File: src/rtl/buf_ld_ctrl.sv
// -----------------------------------------------------------------------------
// buf_ld_ctrl -- ping-pong buffer load controller
//
// Accepts a job of cfg_num_tiles tiles of cfg_len words each from a
// valid/ready load stream and writes each tile into alternating banks of a
// ping-pong buffer. A bank is flagged full once its last write has committed;
// the execute side frees it again with an ex_rel pulse.
//
// Ports:
//   clk, rst_n            rising-edge clock, asynchronous active-low reset
//   cfg_start             one-cycle job start pulse (ignored while busy)
//   cfg_len               words per tile, valid range 1..2^BUF_LD_ADDR_WIDTH
//   cfg_num_tiles         tiles per job (0 = empty job, immediate ld_done)
//   s_valid/s_ready/s_data load stream (s_ready is combinational)
//   buf_ld_wr_en/_sel/_addr/_data  registered buffer write port
//   ex_rel, ex_rel_bank   one-cycle bank release from the execute side
//   bank_full             per-bank ready-for-execute flags
//   busy, ld_done, ld_err job active, one-cycle job completion, sticky error
//
// Optional feature: define BUF_LD_ERR_CHK_EN to make ld_err record ignored
// starts (busy or bad length) and releases of a bank that is not full.
// Without it ld_err is tied to 0.
// -----------------------------------------------------------------------------
module buf_ld_ctrl #(
  parameter int BUF_LD_ADDR_WIDTH = 10,
  parameter int BUF_LD_DATA_WIDTH = 8
) (
  input  logic                         clk,
  input  logic                         rst_n,
  input  logic                         cfg_start,
  input  logic [BUF_LD_ADDR_WIDTH:0]   cfg_len,
  input  logic [15:0]                  cfg_num_tiles,
  input  logic                         s_valid,
  output logic                         s_ready,
  input  logic [BUF_LD_DATA_WIDTH-1:0] s_data,
  output logic                         buf_ld_wr_en,
  output logic                         buf_ld_sel,
  output logic [BUF_LD_ADDR_WIDTH-1:0] buf_ld_addr,
  output logic [BUF_LD_DATA_WIDTH-1:0] buf_ld_data,
  input  logic                         ex_rel,
  input  logic                         ex_rel_bank,
  output logic [1:0]                   bank_full,
  output logic                         busy,
  output logic                         ld_done,
  output logic                         ld_err
);

  localparam int AW = BUF_LD_ADDR_WIDTH;
  localparam int DW = BUF_LD_DATA_WIDTH;
  localparam logic [AW:0] LEN_MAX = {1'b1, {AW{1'b0}}};
  localparam logic [AW:0] ONE     = {{AW{1'b0}}, 1'b1};

  typedef enum logic [1:0] {S_IDLE, S_LOAD, S_WAIT} state_t;

  state_t        state_q, state_d;
  logic          cur_sel_q, cur_sel_d;
  logic [AW:0]   word_cnt_q, word_cnt_d;
  logic [AW:0]   len_q, len_d;
  logic [15:0]   tile_cnt_q, tile_cnt_d;   // tiles still to load, incl. current
  logic          set_pend_q, set_pend_d;   // last write of a tile is on the port
  logic          done_pend_q, done_pend_d;
  logic          ld_done_q, ld_done_d;
  logic [1:0]    bank_full_q, bank_full_d;
  logic          wr_en_q;
  logic          wr_sel_q;
  logic [AW-1:0] wr_addr_q;
  logic [DW-1:0] wr_data_q;

  logic hs, last_word, len_ok, rel_ok;

  assign s_ready   = (state_q == S_LOAD) && !bank_full_q[cur_sel_q];
  assign hs        = s_valid && s_ready;
  assign last_word = (word_cnt_q == len_q - ONE);
  assign len_ok    = (cfg_len != '0) && (cfg_len <= LEN_MAX);
  assign rel_ok    = ex_rel && bank_full_q[ex_rel_bank];

  // NOTE: every always_comb output gets a default first so no path leaves it
  // unassigned, which would otherwise infer a latch.
  always_comb begin
    state_d     = state_q;
    cur_sel_d   = cur_sel_q;
    word_cnt_d  = word_cnt_q;
    len_d       = len_q;
    tile_cnt_d  = tile_cnt_q;
    set_pend_d  = 1'b0;
    done_pend_d = 1'b0;
    ld_done_d   = done_pend_q;

    unique case (state_q)
      S_IDLE: begin
        if (cfg_start && len_ok) begin
          if (cfg_num_tiles != '0) begin
            state_d    = S_LOAD;
            len_d      = cfg_len;
            tile_cnt_d = cfg_num_tiles;
            word_cnt_d = '0;
          end else begin
            ld_done_d  = 1'b1;
          end
        end
      end
      S_LOAD: begin
        if (hs) begin
          if (last_word) begin
            word_cnt_d = '0;
            cur_sel_d  = ~cur_sel_q;
            set_pend_d = 1'b1;
            if (tile_cnt_q == 16'd1) begin
              state_d     = S_IDLE;
              tile_cnt_d  = '0;
              done_pend_d = 1'b1;
            end else begin
              tile_cnt_d = tile_cnt_q - 16'd1;
              state_d    = bank_full_q[~cur_sel_q] ? S_WAIT : S_LOAD;
            end
          end else begin
            word_cnt_d = word_cnt_q + ONE;
          end
        end else if (bank_full_q[cur_sel_q]) begin
          // Covers a job started on a full bank and a bank whose full flag
          // landed just after the tile-end decision (very short tiles).
          state_d = S_WAIT;
        end
      end
      S_WAIT: begin
        if (!bank_full_q[cur_sel_q]) state_d = S_LOAD;
      end
      default: state_d = S_IDLE;
    endcase
  end

  // A release only acts on a full bank; the full flag is set from the bank
  // currently on the write port, one cycle after the tile's last handshake.
  always_comb begin
    bank_full_d = bank_full_q;
    if (rel_ok)     bank_full_d[ex_rel_bank] = 1'b0;
    if (set_pend_q) bank_full_d[wr_sel_q]    = 1'b1;
  end

  // NOTE: sequential state uses non-blocking assignments so all registers
  // update together from pre-edge values.
  // NOTE: every register, including the write-port data path, is reset so the
  // port reads all-zero immediately when rst_n asserts.
  always_ff @(posedge clk or negedge rst_n) begin
    if (!rst_n) begin
      state_q     <= S_IDLE;
      cur_sel_q   <= 1'b0;
      word_cnt_q  <= '0;
      len_q       <= '0;
      tile_cnt_q  <= '0;
      set_pend_q  <= 1'b0;
      done_pend_q <= 1'b0;
      ld_done_q   <= 1'b0;
      bank_full_q <= 2'b00;
      wr_en_q     <= 1'b0;
      wr_sel_q    <= 1'b0;
      wr_addr_q   <= '0;
      wr_data_q   <= '0;
    end else begin
      state_q     <= state_d;
      cur_sel_q   <= cur_sel_d;
      word_cnt_q  <= word_cnt_d;
      len_q       <= len_d;
      tile_cnt_q  <= tile_cnt_d;
      set_pend_q  <= set_pend_d;
      done_pend_q <= done_pend_d;
      ld_done_q   <= ld_done_d;
      bank_full_q <= bank_full_d;
      wr_en_q     <= hs;
      if (hs) begin
        wr_sel_q  <= cur_sel_q;
        wr_addr_q <= word_cnt_q[AW-1:0];
        wr_data_q <= s_data;
      end
    end
  end

`ifdef BUF_LD_ERR_CHK_EN
  logic err_q;
  always_ff @(posedge clk or negedge rst_n) begin
    if (!rst_n) begin
      err_q <= 1'b0;
    end else if ((cfg_start && ((state_q != S_IDLE) || !len_ok)) ||
                 (ex_rel && !bank_full_q[ex_rel_bank])) begin
      err_q <= 1'b1;
    end
  end
  assign ld_err = err_q;
`else
  assign ld_err = 1'b0;
`endif

  assign buf_ld_wr_en = wr_en_q;
  assign buf_ld_sel   = wr_sel_q;
  assign buf_ld_addr  = wr_addr_q;
  assign buf_ld_data  = wr_data_q;
  assign bank_full    = bank_full_q;
  assign busy         = (state_q != S_IDLE);
  assign ld_done      = ld_done_q;

endmodule

File: config.mk
export PLATFORM = sky130hd
export DESIGN_NAME = buf_ld_ctrl
export DESIGN_NICKNAME = d
export VERILOG_FILES = /design/src/rtl/buf_ld_ctrl.sv
export SDC_FILE = /design/constraint.sdc
export NUM_CORES = 1
export LEC_CHECK = 0
export ABC_AREA = 0
export CAP_MARGIN = 20
export CELL_PAD_IN_SITES_DETAIL_PLACEMENT = 0
export CELL_PAD_IN_SITES_GLOBAL_PLACEMENT = 2
export CORE_MARGIN = 2
export CORE_UTILIZATION = 32
export CTS_CLUSTER_DIAMETER = 150
export CTS_CLUSTER_SIZE = 30
export DETAILED_ROUTE_END_ITERATION = 8
export PLACE_DENSITY = 0.91
export REMOVE_ABC_BUFFERS = 1
export SETUP_SLACK_MARGIN = 0.05
export SLEW_MARGIN = 20
export SYNTH_ARGS = -nofsm -noshare
export SYNTH_HDL_FRONTEND = slang
export SYNTH_SLANG_ARGS = --single-unit
File: constraint.sdc
create_clock -name clk -period 3.25 [get_ports clk]
set_input_delay 0.8125 -clock clk [delete_from_list [all_inputs] [get_ports clk]]
set_output_delay 0.8125 -clock clk [all_outputs]
set_load 0.1 [all_outputs]
# Word-level counts from Yosys, hierarchy flattened
# Index checks and enable logic that the tools add are counted.
# W data, S select, Z words.
[word_totals]
out_inout_bits = 26
n_memories = 0
mem_bits_rw = 0
rom_bits = 0
regBits = 66
latch_bits = 0
[op_classes]
n_mux = 42
n_mul = 0
magnitude_cmp = 7
n_eq_ne = 11
div_mod_pow = 0
n_reduce_logical = 18
n_bitwise = 4
addsub = 3
shift = 0
[ops]
columns = ["cell", "count"]
rows = [
  ["$mux W16", 5],
  ["$mux W11", 4],
  ["$pmux W16 S2", 1],
  ["$pmux W11 S2", 1],
  ["$mux W2", 10],
  ["$mux W1", 18],
  ["$eq A16 B1 Y1 const B", 1],
  ["$reduce_bool A16 Y1", 1],
  ["$sub A16 B1 Y16 const B", 1],
  ["$add A11 B1 Y11 const B", 1],
  ["$eq A11 B11 Y1", 1],
  ["$le A11 B11 Y1 const B", 1],
  ["$reduce_bool A11 Y1", 1],
  ["$sub A11 B1 Y11 const B", 1],
  ["$ne A2 B2 Y1 const B", 5],
  ["$reduce_and A5 Y1", 2],
  ["$lt A1 B2 Y1 const B", 4],
  ["$logic_and A1 B1 Y1", 7],
  ["$pmux W2 S3", 1],
  ["$reduce_and A3 Y1", 2],
  ["$reduce_and A4 Y1", 1],
  ["$reduce_bool A2 Y1", 2],
  ["$ne A3 B2 Y1 const B", 1],
  ["$ne A3 B3 Y1 const B", 1],
  ["other kinds (10)", 12],
]

# Depth between registers and ports, before layout
[logic_depth]
ltp_word = 9
ltp_mapped = 11
ltp_nobuf = 9

# Worst setup path before layout
# No wires, ideal clock.
[synth_timing]
path_type = "reg2reg"
start = "register bank_full_q[1] (netlist: bank_full[1])"
end = "register tile_cnt_q[10]"
stages_incl_launch_ff = 11
n_path_buf = 2
arrival_ns = 3.802
slack_ns = -0.677
required_ns = 3.125
path_cell_list = "dfrtp_1 > mux2_2 > nor2_1 > nand2_1 > inv_1 > or2_2 > buf_2 > buf_2 > o21ai_0 > o21ai_0 > o21ai_1"
[synth_between]
elab_chain_len = 7
[synth_rtl]
columns = ["element", "line_no", "text"]
rows = [
  ["from (decl)", "63", "logic [1:0] bank_full_q, bank_full_d;"],
  ["from (signal assigned)", "168", "bank_full_q <= bank_full_d;"],
  ["$mux W1 (implied by the code) (2 in series)", "71", "assign s_ready = (state_q == S_LOAD) && !bank_full_q[cur_sel_q];"],
  ["$logic_not A1 Y1", "-", ""],
  ["$logic_and A1 B1 Y1", "71", ""],
  ["named net s_ready", "34", "output logic s_ready,"],
  ["$logic_and A1 B1 Y1", "72", "assign hs = s_valid && s_ready;"],
  ["$ne A2 B2 Y1 (no source line)", "-", ""],
  ["$reduce_and A5 Y1 (no source line)", "-", ""],
  ["to (signal assigned)", "164", "tile_cnt_q <= tile_cnt_d;"],
  ["to (decl)", "59", "logic [15:0] tile_cnt_q, tile_cnt_d;"],
]
# The timed path passes the listed nets, and every way through them passes these cells. The select of a mux whose other input is x is not followed.
# A chain may end at the register's enable or synchronous reset.

# Worst setup path after layout
[layout_timing]
start = "register len_q[0]"
end = "register tile_cnt_q[6]"
[layout_between]
elab_chain_len = 4
[layout_rtl]
columns = ["element", "line_no", "text"]
rows = [
  ["from (decl)", "58", "logic [AW:0] len_q, len_d;"],
  ["from (signal assigned)", "163", "len_q <= len_d;"],
  ["$sub A11 B1 Y11", "73", "assign last_word = (word_cnt_q == len_q - ONE);"],
  ["$eq A11 B11 Y1", "73", ""],
  ["$ne A2 B2 Y1 (no source line)", "-", ""],
  ["$reduce_and A5 Y1 (no source line)", "-", ""],
]
# No other way between the ends.

==> impl_metrics.tcl <==
set metrics [dict create \
    outcome "complete, but fails checks" \
    violations "design-rule violations" \
    start_util_pct 33.0 \
    grt.total_usage_pct 17.3 \
    drv_cap 0 \
    reg2reg_setup_slack_ns 0.39 \
    critical_path_class "reg2reg" \
    dieArea_mm2 0.0128 \
    drc_errors 1 \
    max_freq_ghz 0.350 \
    ys_seq_area_share_pct 43.5 \
    nets 545 \
    ff2ff_path_depth 10 \
    wl_per_cell_um 16.1 \
    cts-root-buf "clkbuf_16" \
    post-route-period-util_pct 88.0 \
    synth_area_per_cell_um2 8.84 \
    grt_max_degree 52 \
    gp_congestion 0.828 \
    final_hold_viol_count 0 \
    grt_antenna_before_repair 0 \
    clock_sink_count 66 \
    synth_warnings 0 \
    postCtsResizedCells 0 \
    peakVddDrop_v 0.000407 \
    setup_violations 0 \
    antenna_cells 0 \
    r2r_end "tile_cnt_q[6]$_DFFE_PN0P_" \
    rsz0062_at_grt "false" \
    min_period_ns 2.86 \
    via_per_inst 5.36 \
    synth-seq-cells 66 \
    slew_headroom_pct 60.3 \
    yosysUniqueCellTypes 66 \
    crit_required_ns 3.46 \
    drive_gt1_share_pct 16.4 \
    post-cts-setup-buffers 0 \
    cts_tree "built" \
    setup-tns-final_ns 0 \
    cts_buffers 9 \
    hold_ws_ns 0.387 \
    die_h_um 113 \
    path_clk_slew_ns 0.06 \
    ys.flop_type "dfrtp_1" \
    slew_violations 0 \
    postRouteAntennaNets 0 \
    drtPass1Iterations 7 \
    gr-total-overflow 0 \
    crit_fanout 18 \
    place_hpwl_um 7520 \
    rr_startpoint "len_q[0]$_DFFE_PN0P_" \
    first_global_vias 3440 \
    hold_buffers 0 \
    cp-start-kind "flop" \
    synth_area_mm2 0.00380 \
    hold_path_class "in2async" \
    num_rows 39 \
    synth_edf_count 0 \
    skew_ns 0.00724 \
    portBuffers 65 \
    area_growth_pct 29.5 \
    end_kind "flop" \
    vias 3473 \
    drtIter0Drc 233 \
    grt_pass1_wl_um 17600 \
    leakagePower_nw 2.20 \
    coreArea_mm2 0.0115 \
    async_flop_share_pct 100 \
    ioPinCount 67 \
    syn_inst 430 \
    clk_path_buf_depth 2 \
    num-fill-cells 1150 \
    htree_levels 3 \
    clkLatencyLatePin_ns 0.34 \
    die_w_um 113 \
    wl_um 10400 \
    power.density_mw_per_mm2 875 \
    crit_arrival_ns 3.07 \
    tightest_slew_ns 0.595 \
]
-- where the power goes --
group          internal, mW  total (mW)  switching, mW
logic                 0.615        1.80           1.19
registers              1.09        1.43          0.345
clock network         0.678        1.07          0.392
total                  2.38        4.30           1.92
-- Yosys cell counts, types with 2 or more instances --
| master | n | area share (%) |
|---|---|---|
| buf_2 | 7 | 0.92 |
| and4_1 | 2 | 0.46 |
| a21o_1 | 5 | 0.99 |
| nor4b_1 | 2 | 0.46 |
| dfrtp_1 | 66 | 43 |
| o311a_2 | 2 | 0.59 |
| a22oi_1 | 2 | 0.40 |
| a22o_1 | 9 | 2.1 |
| o22ai_1 | 2 | 0.33 |
| buf_6 | 2 | 0.59 |
| inv_1 | 16 | 1.6 |
| mux2_2 | 10 | 3.0 |
| buf_1 | 2 | 0.20 |
| nand3b_1 | 2 | 0.40 |
| nand2_1 | 88 | 8.7 |
| o21ai_1 | 10 | 1.3 |
| or3_1 | 6 | 0.99 |
| o31ai_1 | 3 | 0.59 |
| a31oi_1 | 3 | 0.49 |
| or4_1 | 2 | 0.40 |
| nand4_1 | 4 | 0.66 |
| nor4_1 | 12 | 2.0 |
| nor2_1 | 25 | 2.5 |
| nor2b_1 | 5 | 0.82 |
| a32oi_1 | 2 | 0.46 |
| a21oi_1 | 8 | 1.1 |
| buf_4 | 2 | 0.40 |
| o21ai_0 | 30 | 4.0 |
| o211ai_1 | 8 | 1.6 |
| clkbuf_1 | 10 | 0.99 |
| and3_1 | 4 | 0.66 |
| ha_1 | 4 | 1.3 |
| and3b_1 | 2 | 0.46 |
| nand3_1 | 16 | 2.1 |
| and2_1 | 2 | 0.33 |
| nor3_1 | 13 | 1.7 |
| xnor2_1 | 5 | 1.2 |
| xor2_1 | 6 | 1.4 |
| nand4b_1 | 4 | 0.92 |
-- cell families (layout without fill, tap and decap cells) --
kind of cell             after synthesis  in the layout  share of synthesized area, %
XOR/XNOR                              11             11                          2.54
adder cells (fa/ha/maj)                4              4                          1.32
AO/OA/AOI/OAI                         97             97                          18.1
AND/OR/NAND/NOR                      200            200                          26.3
flip-flops                            66             66                          43.5
other                                  1              1                        0.0987
multiplexers                          12             12                          3.52
buffers and inverters                 39            114                          4.68
-- metrics by stage --
stage	power (mW)	instances	instance area (um^2)	setup WS (ns)	utilization, %
floorplan	2.72	407	3680	-1.60	-
global placement	3.21	632	4600	0.0940	39.9
detailed placement	3.24	632	4600	0.0924	39.9
CTS	4.33	648	4920	0.382	42.7
global route	4.56	648	4920	0.183	42.7
finish	4.30	648	4920	0.389	42.7
-- sequential cells by signal, summed over array words and instances, names as in the netlist, 2 cells and up --
name	flops
tile_cnt_q	16
len_q	11
word_cnt_q	11
buf_ld_addr	10
buf_ld_data	8
bank_full	2
state_q	2
-- routing by layer --
layer  GRT usage, %  wire length (um)  vias to the layer above
met5              0                 0                        -
met4           7.40               199                        0
met3           2.79               531                       14
met2           26.6              4770                      102
met1           24.3              4920                     1675
li1               -                 -                     1682
-- how the worst max path moves through the flow --
stage | end | start | slack (ns) | cells past startpoint
final | tile_cnt_q[6]$_DFFE_PN0P_ | len_q[0]$_DFFE_PN0P_ | 0.39 | 10
after detailed placement | tile_cnt_q[3]$_DFFE_PN0P_ | cfg_num_tiles[14] | 0.09 | 7
after CTS | tile_cnt_q[6]$_DFFE_PN0P_ | len_q[0]$_DFFE_PN0P_ | 0.38 | 10
after global routing | tile_cnt_q[7]$_DFFE_PN0P_ | cfg_len[6] | 0.18 | 9
after floorplan | tile_cnt_q[15]$_DFFE_PN0P_ | bank_full[1]$_DFF_PN0_ | -1.60 | 7
after global placement | tile_cnt_q[3]$_DFFE_PN0P_ | cfg_num_tiles[14] | 0.09 | 7
-- cells in the final DEF, fill, tap and decap left out, types with 3 or more instances in the layout --
cell type and instances:
a21o_1 5, a21oi_1 8, a22o_1 9, a31oi_1 3
and3_1 4, buf_4 40, clkbuf_16 9, clkdlybuf4s50_1 39
dfrtp_1 66, ha_1 4, inv_1 16, mux2_2 10
nand2_1 88, nand3_1 16, nand4_1 4, nand4b_1 4
nor2_1 25, nor2b_1 5, nor3_1 13, nor4_1 12
o211ai_1 8, o21ai_0 30, o21ai_1 10, o31ai_1 3
or3_1 6, xnor2_1 5, xor2_1 6
-- critical path: stages (launching register included) --
cell      delay, ns
dfrtp_1        0.45
inv_1          0.10
ha_1           0.32
nor4bb_1       0.34
o211ai_1       0.13
a311oi_2       0.31
o311a_2        0.27
a31oi_4        0.24
buf_4          0.26
o21ai_0        0.19
o211ai_1       0.11
-- cell type report --
| cell class | instances | area, um^2 | share of cell area [%] |
|---|---|---|---|
| Multi-Input combinational cell | 325 | 1970 | 40.0 |
| Clock inverter | 7 | 100 | 2.03 |
| Timing Repair Buffer | 82 | 736 | 14.9 |
| Clock buffer | 9 | 225 | 4.58 |
| Sequential cell | 66 | 1650 | 33.6 |
| Inverter | 16 | 60.1 | 1.22 |
| Tap cell | 143 | 179 | 3.63 |
Power figures use the tool's default switching activity.
==> RTL change 1, RTL diff (same settings) <==
Re-encode `state_t` (3 states) as one-hot, 3 bits wide.
--- a/src/rtl/buf_ld_ctrl.sv
+++ b/src/rtl/buf_ld_ctrl.sv
@@ -51,5 +51,5 @@
   localparam logic [AW:0] ONE     = {{AW{1'b0}}, 1'b1};
 
-  typedef enum logic [1:0] {S_IDLE, S_LOAD, S_WAIT} state_t;
+  typedef enum logic [2:0] {S_IDLE = 3'b001, S_LOAD = 3'b010, S_WAIT = 3'b100} state_t;
 
   state_t        state_q, state_d;
Formal check against the unedited RTL: no difference found for any inputs over 4 cycles, from zero or initial values and one cycle with rst_n low; so few cycles prove little.
==> RTL change 1 against the original RTL <==
  * Largest cell class unchanged
  * Synthesized area shrank 1.9%
  * Sequential cell count grew 1
  * Design area decreased by 2.7%
  * Routed wire length is 6.3% lower
  * Clock skew down 0.0012 ns
  * Setup slack got worse by 0.10 ns
  * Total power down 1.9%
  * Critical path type unchanged
  * First-iteration DRC count fell by 32%
  * Critical endpoint is now tile_cnt_q[13]$_DFFE_PN0P_
==> RTL change 1: results <==
{
  "grt_max_degree": 39,
  "power_leakage_nw": 2.108,
  "placed_cells_incl_taps": 601,
  "synth_fa_ha_area_frac": 0.01342,
  "multi_input_comb_cells": 299,
  "layout.nonclk_buf_frac": 0.1442,
  "place.detailed.hpwl_microns": 7110,
  "setup.worst_path.start": "len_q[2]$_DFFE_PN0P_",
  "outcome": "finished clean",
  "filler_cell_count": 1153,
  "leading_cell_types_by_count_after_synthesis": "sky130_fd_sc_hd__nand2_1 (76), sky130_fd_sc_hd__dfrtp_1 (66), sky130_fd_sc_hd__nor2_1 (18)",
  "detail_route.first_pass.iterations": 5,
  "dr.first_iter.drc_count": 158,
  "placement.setup.worst_slack_ns": 0.1217,
  "multi_input_logic_portion_of_the_cell_area": 0.3977,
  "crit_path_top_delay_cell": "sky130_fd_sc_hd__nor4_1",
  "finalNonFillerCells": 617,
  "overall_routed_net_length_microns": 9762,
  "clock_cell_area_share": 0.05775,
  "fin_nets": 514,
  "max_slew_margin": 0.4178,
  "final_layout_size_suffix_gt1_frac": 0.1667,
  "seqPwrFrac": 0.324,
  "worst_clock_skew_ns": 0.006065,
  "synth-compound-area-share": 0.1782
}
-- RTL change 1: cell types whose count changed in the layout (fill, tap and decap cells not counted), moves of 4 or more --
cell                        before  now
sky130_fd_sc_hd__buf_4          40   34
sky130_fd_sc_hd__o21ai_0        30   14
sky130_fd_sc_hd__nand2_1        88   76
sky130_fd_sc_hd__and3_1          4   10
sky130_fd_sc_hd__nor2b_1         5   12
sky130_fd_sc_hd__o2bb2ai_1       0   13
sky130_fd_sc_hd__xnor2_1         5    9
sky130_fd_sc_hd__nand2b_1        1    5
sky130_fd_sc_hd__or3_1           6    2
sky130_fd_sc_hd__nor2_1         25   18
sky130_fd_sc_hd__o211ai_1        8    4
sky130_fd_sc_hd__nand4b_1        4    0
-- RTL change 1: worst max-delay path by stage --
stage	to	slack (ns)	depth (start not counted)
after CTS	tile_cnt_q[13]$_DFFE_PN0P_	0.27	7
after global routing	tile_cnt_q[13]$_DFFE_PN0P_	0.15	7
after detailed placement	word_cnt_q[7]$_DFFE_PN0P_	0.12	8
after floorplan	tile_cnt_q[13]$_DFFE_PN0P_	-1.46	6
after global placement	word_cnt_q[2]$_DFFE_PN0P_	0.23	8
final	tile_cnt_q[13]$_DFFE_PN0P_	0.29	7
-- RTL change 1: routing by layer --
| metal | wire length [microns] | vias up | part of all wire | track usage |
|---|---|---|---|---|
| li1 | - | 1587 | - | - |
| met1 | 4217 | 1602 | 0.43 | 0.2069 |
| met2 | 4842 | 91 | 0.50 | 0.2671 |
| met3 | 499 | 19 | 0.051 | 0.03538 |
| met4 | 202 | 0 | 0.021 | 0.06667 |
| met5 | 0 | - | 0 | 0 |
-- RTL change 1: critical path: cells and delay by family (launching register included) --
kind,cells,cell delay [ns]
simple gates,3,1.15
flops,1,0.45
compound gates,2,0.52
mux,2,0.73
==> RTL change 2, RTL diff (same settings) <==
Without the edit above. Change the parameter `BUF_LD_ADDR_WIDTH` from 10 to 8.
--- a/src/rtl/buf_ld_ctrl.sv
+++ b/src/rtl/buf_ld_ctrl.sv
@@ -23,5 +23,5 @@
 // -----------------------------------------------------------------------------
 module buf_ld_ctrl #(
-  parameter int BUF_LD_ADDR_WIDTH = 10,
+  parameter int BUF_LD_ADDR_WIDTH = 8,
   parameter int BUF_LD_DATA_WIDTH = 8
 ) (
Interface: changed (resized buf_ld_addr and cfg_len); port bits go from 67 to 63. The function was not compared with the original's and may differ.
==> RTL change 2 against the original RTL <==
  * Global-route usage hardly changed
  * Count of clock-buffer cells in the layout is 2 higher
  * Highest routed layer unchanged
  * Design area is 12% lower
  * Sequential power is 6% lower
  * Total power is 4.9% higher
  * Setup slack better by 0.040 ns
  * Sequential cell count is 6 lower
  * Synthesized area is 11% lower
  * Critical path depth stayed put
  * Critical endpoint is now tile_cnt_q[5]$_DFFE_PN0P_
  * Routed wire length is 11% lower
  * Die area is 10% lower
==> RTL change 2: results <==
{
  "outcome": "finished clean",
  "power_leakage_nw": 1.798,
  "worstPathMaxFanout": 13,
  "post_synth_xor_area_fraction": 0.03094,
  "seq_area_sq_mm": 0.001501,
  "total_placed_instance_area_sq_mm": 0.004139,
  "worstSkewPairLatency_ns": 0.36,
  "synth_mux_area_frac": 0.09576,
  "numPortBuffers": 61,
  "synthDistinctLibCells": 58,
  "clkPwrFrac": 0.139,
  "synth-seq-area-share": 0.4420,
  "share_of_total_power_consumed_by_net_switching": 0.5158,
  "worst_ep_arrival_time_ns": 3.06,
  "synth.area.top_cells": "sky130_fd_sc_hd__dfrtp_1 (44%), sky130_fd_sc_hd__mux2_2 (9.3%), sky130_fd_sc_hd__nand2_1 (3.0%), sky130_fd_sc_hd__o2bb2ai_1 (2.6%), sky130_fd_sc_hd__nand3_1 (2.4%)",
  "buffers": 72,
  "final_layout_size_suffix_gt1_frac": 0.2153,
  "place.detailed.hpwl_microns": 6602,
  "clock_cell_area_share": 0.04116,
  "leading_cell_types_by_count_after_synthesis": "sky130_fd_sc_hd__dfrtp_1 (60), sky130_fd_sc_hd__mux2_2 (28), sky130_fd_sc_hd__nand2_1 (27)",
  "hold_class": "register to register",
  "filler_cell_count": 1056,
  "syn-instance-count": 345,
  "grt_max_degree": 61,
  "clock_tree.root_cell": "sky130_fd_sc_hd__clkbuf_8",
  "gp_congestion": 0.8447,
  "largest_registers": "tile_cnt_q: 16 flops, len_q: 9 flops, word_cnt_q: 9 flops",
  "sequentialPower_mw": 1.35,
  "regToRegSetupSlack_ns": 0.43,
  "vdd_drop_max_mv": 0.5941,
  "placed_cells_incl_taps": 538,
  "dr.first_iter.drc_count": 201,
  "synth-compound-area-share": 0.1838,
  "worst_clock_skew_ns": 0.01152,
  "fin_nets": 456,
  "layout.non_clock_inverters": 12,
  "multi_input_comb_cells": 258,
  "post_drt_wl_per_cell_microns": 16.76,
  "netlist_area_sq_mm": 0.003397,
  "final_cell_area_sq_mm": 0.004317
}
[RTL change 2: worst max-delay path by stage]
stage                                       endpoint  slack [ns]              startpoint
after floorplan            tile_cnt_q[1]$_DFFE_PN0P_       -1.05  bank_full[1]$_DFF_PN0_
after global placement     word_cnt_q[0]$_DFFE_PN0P_        0.22              cfg_len[1]
after detailed placement   word_cnt_q[0]$_DFFE_PN0P_        0.19              cfg_len[1]
after CTS                 tile_cnt_q[12]$_DFFE_PN0P_        0.40    len_q[0]$_DFFE_PN0P_
after global routing       tile_cnt_q[5]$_DFFE_PN0P_        0.12    len_q[0]$_DFFE_PN0P_
final                      tile_cnt_q[5]$_DFFE_PN0P_        0.43    len_q[0]$_DFFE_PN0P_
[RTL change 2: metal layers]
metal  up-vias  share of wire  routed length [microns]  track usage
met1      1469           0.48                     4444       0.2474
li1       1417              -                        -            -
met4         0          0.017                      155      0.05380
met2        84           0.45                     4171       0.2545
met3        12          0.055                      512      0.04802
met5         -              0                        0            0
